===== config.mk =====
export PLATFORM = sky130hd
export DESIGN_NAME = mult_div_unit
export DESIGN_NICKNAME = d
export VERILOG_FILES = /design/src/rtl/mult_div_unit.sv
export SDC_FILE = /design/constraint.sdc
export NUM_CORES = 1
export LEC_CHECK = 0
export ABC_AREA = 0
export BUFFER_PORTS_ARGS = -buffer_cell sky130_fd_sc_hd__buf_2
export CAP_MARGIN = 20
export CELL_PAD_IN_SITES_DETAIL_PLACEMENT = 0
export CELL_PAD_IN_SITES_GLOBAL_PLACEMENT = 1
export CORE_MARGIN = 2
export CORE_UTILIZATION = 48
export CTS_CLUSTER_SIZE = 16
export DETAILED_ROUTE_END_ITERATION = 10
export PLACE_DENSITY_LB_ADDON = 0.1
export SYNTH_ARGS = -nofsm -noshare
export SYNTH_HDL_FRONTEND = slang
export SYNTH_SLANG_ARGS = --single-unit

===== constraint.sdc =====
create_clock -name clk -period 6.7 [get_ports clk]
set_clock_uncertainty 0.05 [all_clocks]
set_input_delay 1.34 -clock clk [delete_from_list [all_inputs] [get_ports clk]]
set_output_delay 1.34 -clock clk [all_outputs]
set_load 0.1 [all_outputs]

===== src/rtl/mult_div_unit.sv =====
// mult_div_unit: iterative HI/LO multiply/divide unit for the execute stage.
//   One shift-add (multiply) or restoring shift-subtract (divide) step per
//   cycle, WIDTH steps per operation, then one cycle of sign fix-up that
//   writes HI/LO and pulses done.
// Ports:
//   clk         system clock, rising edge
//   rst         synchronous active-low reset
//   start       begin op (sampled in IDLE only)
//   op          00 MULT, 01 MULTU, 10 DIV, 11 DIVU
//   operand_a   rs: multiplicand / dividend
//   operand_b   rt: multiplier / divisor
//   hi_we/lo_we MTHI/MTLO write strobes (IDLE only, start has priority)
//   write_data  MTHI/MTLO data
//   busy        operation in progress (registered)
//   done        one-cycle pulse when HI/LO take a result (registered)
//   hi/lo       architectural HI/LO
module mult_div_unit #(
    parameter int WIDTH = 32
) (
    input  logic             clk,
    input  logic             rst,
    input  logic             start,
    input  logic [1:0]       op,
    input  logic [WIDTH-1:0] operand_a,
    input  logic [WIDTH-1:0] operand_b,
    input  logic             hi_we,
    input  logic             lo_we,
    input  logic [WIDTH-1:0] write_data,
    output logic             busy,
    output logic             done,
    output logic [WIDTH-1:0] hi,
    output logic [WIDTH-1:0] lo
);

    localparam int CW = $clog2(WIDTH + 1);

    typedef enum logic [1:0] {S_IDLE, S_CALC, S_FINISH} state_t;

    state_t             r_state, w_next_state;
    logic [CW-1:0]      r_count;
    logic               r_busy, r_done;
    logic [WIDTH-1:0]   r_hi, r_lo;

    // Working state: r_work holds {acc, multiplier} for multiply and
    // {remainder, dividend/quotient} for divide. r_opnd is the addend
    // (multiplicand magnitude) or the divisor magnitude.
    logic [2*WIDTH-1:0] r_work;
    logic [WIDTH-1:0]   r_opnd;
    logic [WIDTH-1:0]   r_a_raw;
    logic               r_is_div, r_neg_q, r_neg_r, r_div_zero;

    // Start-cycle operand decode. op[0]=0 selects the signed variants.
    logic               w_a_neg, w_b_neg, w_is_div;
    logic [WIDTH-1:0]   w_mag_a, w_mag_b;

    assign w_is_div = op[1];
    assign w_a_neg  = ~op[0] & operand_a[WIDTH-1];
    assign w_b_neg  = ~op[0] & operand_b[WIDTH-1];
    assign w_mag_a  = w_a_neg ? -operand_a : operand_a;
    assign w_mag_b  = w_b_neg ? -operand_b : operand_b;

    // One iteration step for each algorithm.
    logic [WIDTH:0]       w_mul_sum;
    logic [2*WIDTH-1:0]   w_mul_next;
    logic [WIDTH:0]       w_rem_shift;
    logic                 w_ge;
    logic [WIDTH-1:0]     w_rem_sub;
    logic [2*WIDTH-1:0]   w_div_next;

    assign w_mul_sum   = {1'b0, r_work[2*WIDTH-1:WIDTH]}
                       + (r_work[0] ? {1'b0, r_opnd} : {(WIDTH+1){1'b0}});
    assign w_mul_next  = {w_mul_sum, r_work[WIDTH-1:1]};

    // Remainder stays below the divisor, so the shifted value needs one
    // extra bit for the compare but the difference fits in WIDTH bits.
    assign w_rem_shift = {r_work[2*WIDTH-1:WIDTH], r_work[WIDTH-1]};
    assign w_ge        = (w_rem_shift >= {1'b0, r_opnd});
    assign w_rem_sub   = w_rem_shift[WIDTH-1:0] - r_opnd;
    assign w_div_next  = {(w_ge ? w_rem_sub : w_rem_shift[WIDTH-1:0]),
                          r_work[WIDTH-2:0], w_ge};

    // Final sign correction. Divide by zero bypasses the datapath result:
    // quotient all ones, remainder is the raw dividend.
    logic [2*WIDTH-1:0] w_prod_fix;
    logic [WIDTH-1:0]   w_quo_fix, w_rem_fix;
    logic [2*WIDTH-1:0] w_result;

    assign w_prod_fix = r_neg_q ? -r_work : r_work;
    assign w_quo_fix  = r_neg_q ? -r_work[WIDTH-1:0] : r_work[WIDTH-1:0];
    assign w_rem_fix  = r_neg_r ? -r_work[2*WIDTH-1:WIDTH] : r_work[2*WIDTH-1:WIDTH];

    always_comb begin
        w_result = w_prod_fix;
        if (r_is_div) begin
            if (r_div_zero) w_result = {r_a_raw, {WIDTH{1'b1}}};
            else            w_result = {w_rem_fix, w_quo_fix};
        end
    end

    // FSM
    always_ff @(posedge clk) begin
        if (!rst) r_state <= S_IDLE;
        else      r_state <= w_next_state;
    end

    always_comb begin
        w_next_state = r_state;
        case (r_state)
            S_IDLE:   if (start) w_next_state = S_CALC;
            S_CALC:   if (r_count == CW'(WIDTH - 1)) w_next_state = S_FINISH;
            S_FINISH: w_next_state = S_IDLE;
            default:  w_next_state = S_IDLE;
        endcase
    end

    // Datapath and architectural registers
    always_ff @(posedge clk) begin
        if (!rst) begin
            r_count    <= '0;
            r_busy     <= 1'b0;
            r_done     <= 1'b0;
            r_hi       <= '0;
            r_lo       <= '0;
            r_work     <= '0;
            r_opnd     <= '0;
            r_a_raw    <= '0;
            r_is_div   <= 1'b0;
            r_neg_q    <= 1'b0;
            r_neg_r    <= 1'b0;
            r_div_zero <= 1'b0;
        end else begin
            r_done <= 1'b0;
            case (r_state)
                S_IDLE: begin
                    if (start) begin
                        r_busy     <= 1'b1;
                        r_count    <= '0;
                        r_is_div   <= w_is_div;
                        r_a_raw    <= operand_a;
                        r_neg_q    <= w_a_neg ^ w_b_neg;
                        r_neg_r    <= w_a_neg;
                        r_div_zero <= (operand_b == '0);
                        r_opnd     <= w_is_div ? w_mag_b : w_mag_a;
                        r_work     <= {{WIDTH{1'b0}}, (w_is_div ? w_mag_a : w_mag_b)};
                    end else begin
                        if (hi_we) r_hi <= write_data;
                        if (lo_we) r_lo <= write_data;
                    end
                end
                S_CALC: begin
                    r_work  <= r_is_div ? w_div_next : w_mul_next;
                    r_count <= r_count + 1'b1;
                end
                S_FINISH: begin
                    {r_hi, r_lo} <= w_result;
                    r_done       <= 1'b1;
                    r_busy       <= 1'b0;
                end
                default: ;
            endcase
        end
    end

    assign busy = r_busy;
    assign done = r_done;
    assign hi   = r_hi;
    assign lo   = r_lo;

endmodule


==> run metrics <==
Post-CTS Hold Fix Bufs=0; Post-Syn Area=16,600 um2; Core Region=34,300 um2; layout cells sized above 1=0.124; status=finished clean; critical path arrival=4.82 ns; Wirelength per Cell=24.1 um; Nets=2,502; CP endpoint kind=register; Final HPWL DP=52,200 um; CP required=7.07 ns; Via Count=17,900; critical path class=reg2reg; cts bufs inserted=25; Critical Path Slowest Stage Cell=a32oi_4; CTS tree=yes; Pre-antenna DRT Iters=6; post-synthesis sequential area ratio=0.248; Sequential Area=4130 um2; RSZ-0062 raised after global routing=false; synthesized flop and latch total=206; CTS H-tree depth=1; total gr overflow=0; most frequent CP cell=o21ai_1; area delta synth->final=11.5%; Final Slew Violations=0; DR vias/cell=6.39; Worst Hold Class=reg2reg; CP Max Fanout=31; Ys Warns=0; Distinct cells, synth=83; Pwr Total=4.14 mW; Final Non-Filler Cells=2,801; worst-margin pin slew=1.11 ns; max-capacitance violation count=0; period utilisation layout=0.664; Post-Place Cells=2,755; vias in the first global route=16,300; Post-Syn Nets=2,461; Primary FF master, synth=dfxtp_1; relative slew slack=0.262; GRT Overall Usage=0.362; Worst-path clk slew=0.06 ns; initial antenna violation count=1; CP Buf/Inv Count=1; first-pass GRT wire length=101,000 um; Initial Util=0.485; CTS sink cnt=206; CTS-repair resized insts=0; cells after synthesis=2,287; IO Port Bufs=168; boundary pin count=169; FFs w/ async S/R, synth=0; Fmax=225 MHz; WL final=67,600 um; 1st-iter DRT viols=2,208; Setup TNS=0 ns; Final Hold Fails=0; Post-CTS Setup Inserts=0; fin crit period=4.45 ns; syn avg cell area=7.27 um2; Clock Path Buffers=3; DRC viols=0; startpoint types=register; Crit path max-delay family=compound AO/OA/AOI/OAI gates; final hold slack=0.394 ns; Placement Setup Slack=2.39 ns; Chip Height=190 um; Worst Setup Slack, final=2.25 ns; worst path cell trace=ha_1 -> nor2b_1 -> o31a_1 -> o21ai_1 -> o21ai_1 -> a221o_1 -> a32oi_4 -> buf_4 -> mux2_2 -> a21oi_1 -> nor3_1; die width=190 um; power per cell area=224 nW/um2; standard-cell row count=68; setup violators final=0; Root Driver=clkbuf_16; CP max stage delay=0.93 ns; GPL Wtd Cong=0.978; worst vdd ir=230 uV; largest net degree at the start of global routing=73; ANT nets after route=0; DIE AREA=36,100 um2; leak pwr=7.20 nW; multi-input logic area=11,600 um2; number of fill cells=3,411; Post-synth EDFFs=0; clk_lat worst skew=0.56 ns
layout by cell type, fill, tap and decap left out, types with 6 or more instances in the layout:
cell type and count:
o221ai_1 51, or4_1 12, o21ai_0 125, o31a_1 6, mux2i_1 49, buf_4 31, nand3_1 47, a21o_1 20
a22oi_1 16, ha_1 69, nand4_1 12, o211ai_1 47, inv_1 56, clkbuf_16 25, buf_2 168, a311oi_1 7
nor3_1 40, a31oi_1 16, or3_1 21, a211oi_1 35, xnor2_1 118, nor2b_1 19, nor4_1 15, and3_1 11
o21ai_1 42, and2_1 11, o31ai_1 26, mux2_2 7, a221o_1 8, nand2_1 311, o21a_1 17, o41ai_1 16
nor2_1 185, xor2_1 79, nand2b_1 23, a221oi_1 19, a21oi_1 259, or4_4 6, dfxtp_1 203
flip-flops by register name, indices dropped and copies added (netlist names), 2 cells and up:
name,count
r_state,2
r_opnd,32
hi,32
r_work,64
r_count,6
lo,32
r_a_raw,32
cells in the mapped netlist (8+ instances only):
master,count,area (um2)
nand2_1,311,1170
a21oi_1,259,1300
dfxtp_1,206,4120
nor2_1,186,698
clkbuf_1,154,578
o21ai_0,125,626
xnor2_1,118,1030
xor2_1,79,692
ha_1,69,863
inv_1,57,214
o221ai_1,51,447
mux2i_1,49,490
nand3_1,47,235
o211ai_1,47,353
o21ai_1,44,220
nor3_1,41,205
a211oi_1,35,263
o31ai_1,26,195
nand2b_1,23,144
or3_1,21,131
a21o_1,20,150
buf_1,20,75.1
nor2b_1,20,125
a221oi_1,19,166
o21a_1,17,128
a22oi_1,16,120
a31oi_1,16,100
o41ai_1,16,140
nor4_1,15,93.8
buf_2,13,65.1
nand4_1,12,75.1
or4_1,12,90.1
and2_1,11,68.8
and3_1,11,68.8
a221o_1,8,80.1
where the power goes:
group	switching, mW	total [mW]	internal, mW
sequential	0.120	1.42	1.30
clock	0.596	1.49	0.889
combinational	0.846	1.24	0.391
total	1.56	4.14	2.58
worst paths after layout:
kind | from | end | slack [ns] | cells after the start
hold / removal | lo[10]$_SDFFE_PN0P_ | lo[10]$_SDFFE_PN0P_ | 0.39 | 2
hold reg to reg | lo[10]$_SDFFE_PN0P_ | lo[10]$_SDFFE_PN0P_ | 0.39 | 2
setup / recovery | r_work[32]$_SDFFE_PN0P_ | r_work[38]$_SDFFE_PN0P_ | 2.25 | 11
setup reg to reg | r_work[32]$_SDFFE_PN0P_ | r_work[38]$_SDFFE_PN0P_ | 2.25 | 11
cells by family (layout without fill, tap and decap cells):
logic type / after synthesis / count (layout) / share of synthesized area
flops: 206 / 206 / 0.248
fa+ha+maj: 71 / 71 / 0.0544
other cells: 0 / 1 / 0
buf+inv: 245 / 303 / 0.0563
compound gates: 757 / 757 / 0.290
xor+xnor: 197 / 197 / 0.104
mux: 56 / 56 / 0.0343
simple gates: 755 / 755 / 0.213
cell type report:
class                           count  area share
Antenna cell                        1    0.000135
Clock buffer                       31      0.0371
Clock inverter                     13      0.0105
Inverter                           58      0.0119
Multi-Input combinational cell   1836       0.626
Sequential cell                   206       0.223
Tap cell                          455      0.0307
Timing Repair Buffer              201      0.0605
per-stage QoR:
step           utilization  area (um2)
4_1_cts              0.540       18500
6_report             0.540       18500
2_1_floorplan            -       16600
3_5_place_dp         0.514       17600
3_3_place_gp         0.513       17600
5_1_grt              0.540       18500
worst min-delay path, stage by stage, from the launching register on:
cell and delay (ns):
dfxtp_1 0.30, nand2_1 0.05, a21oi_1 0.05
routing by layer:
layer | vias to the layer above | track usage | share of wire | wire [um]
met5 | - | 0 | 0 | 0
met4 | 0 | 0.128 | 0.036 | 2420
met3 | 109 | 0.0627 | 0.096 | 6500
met2 | 872 | 0.549 | 0.43 | 28700
met1 | 8546 | 0.516 | 0.44 | 29900
li1 | 8361 | - | - | -
Power figures use the tool's default switching activity.
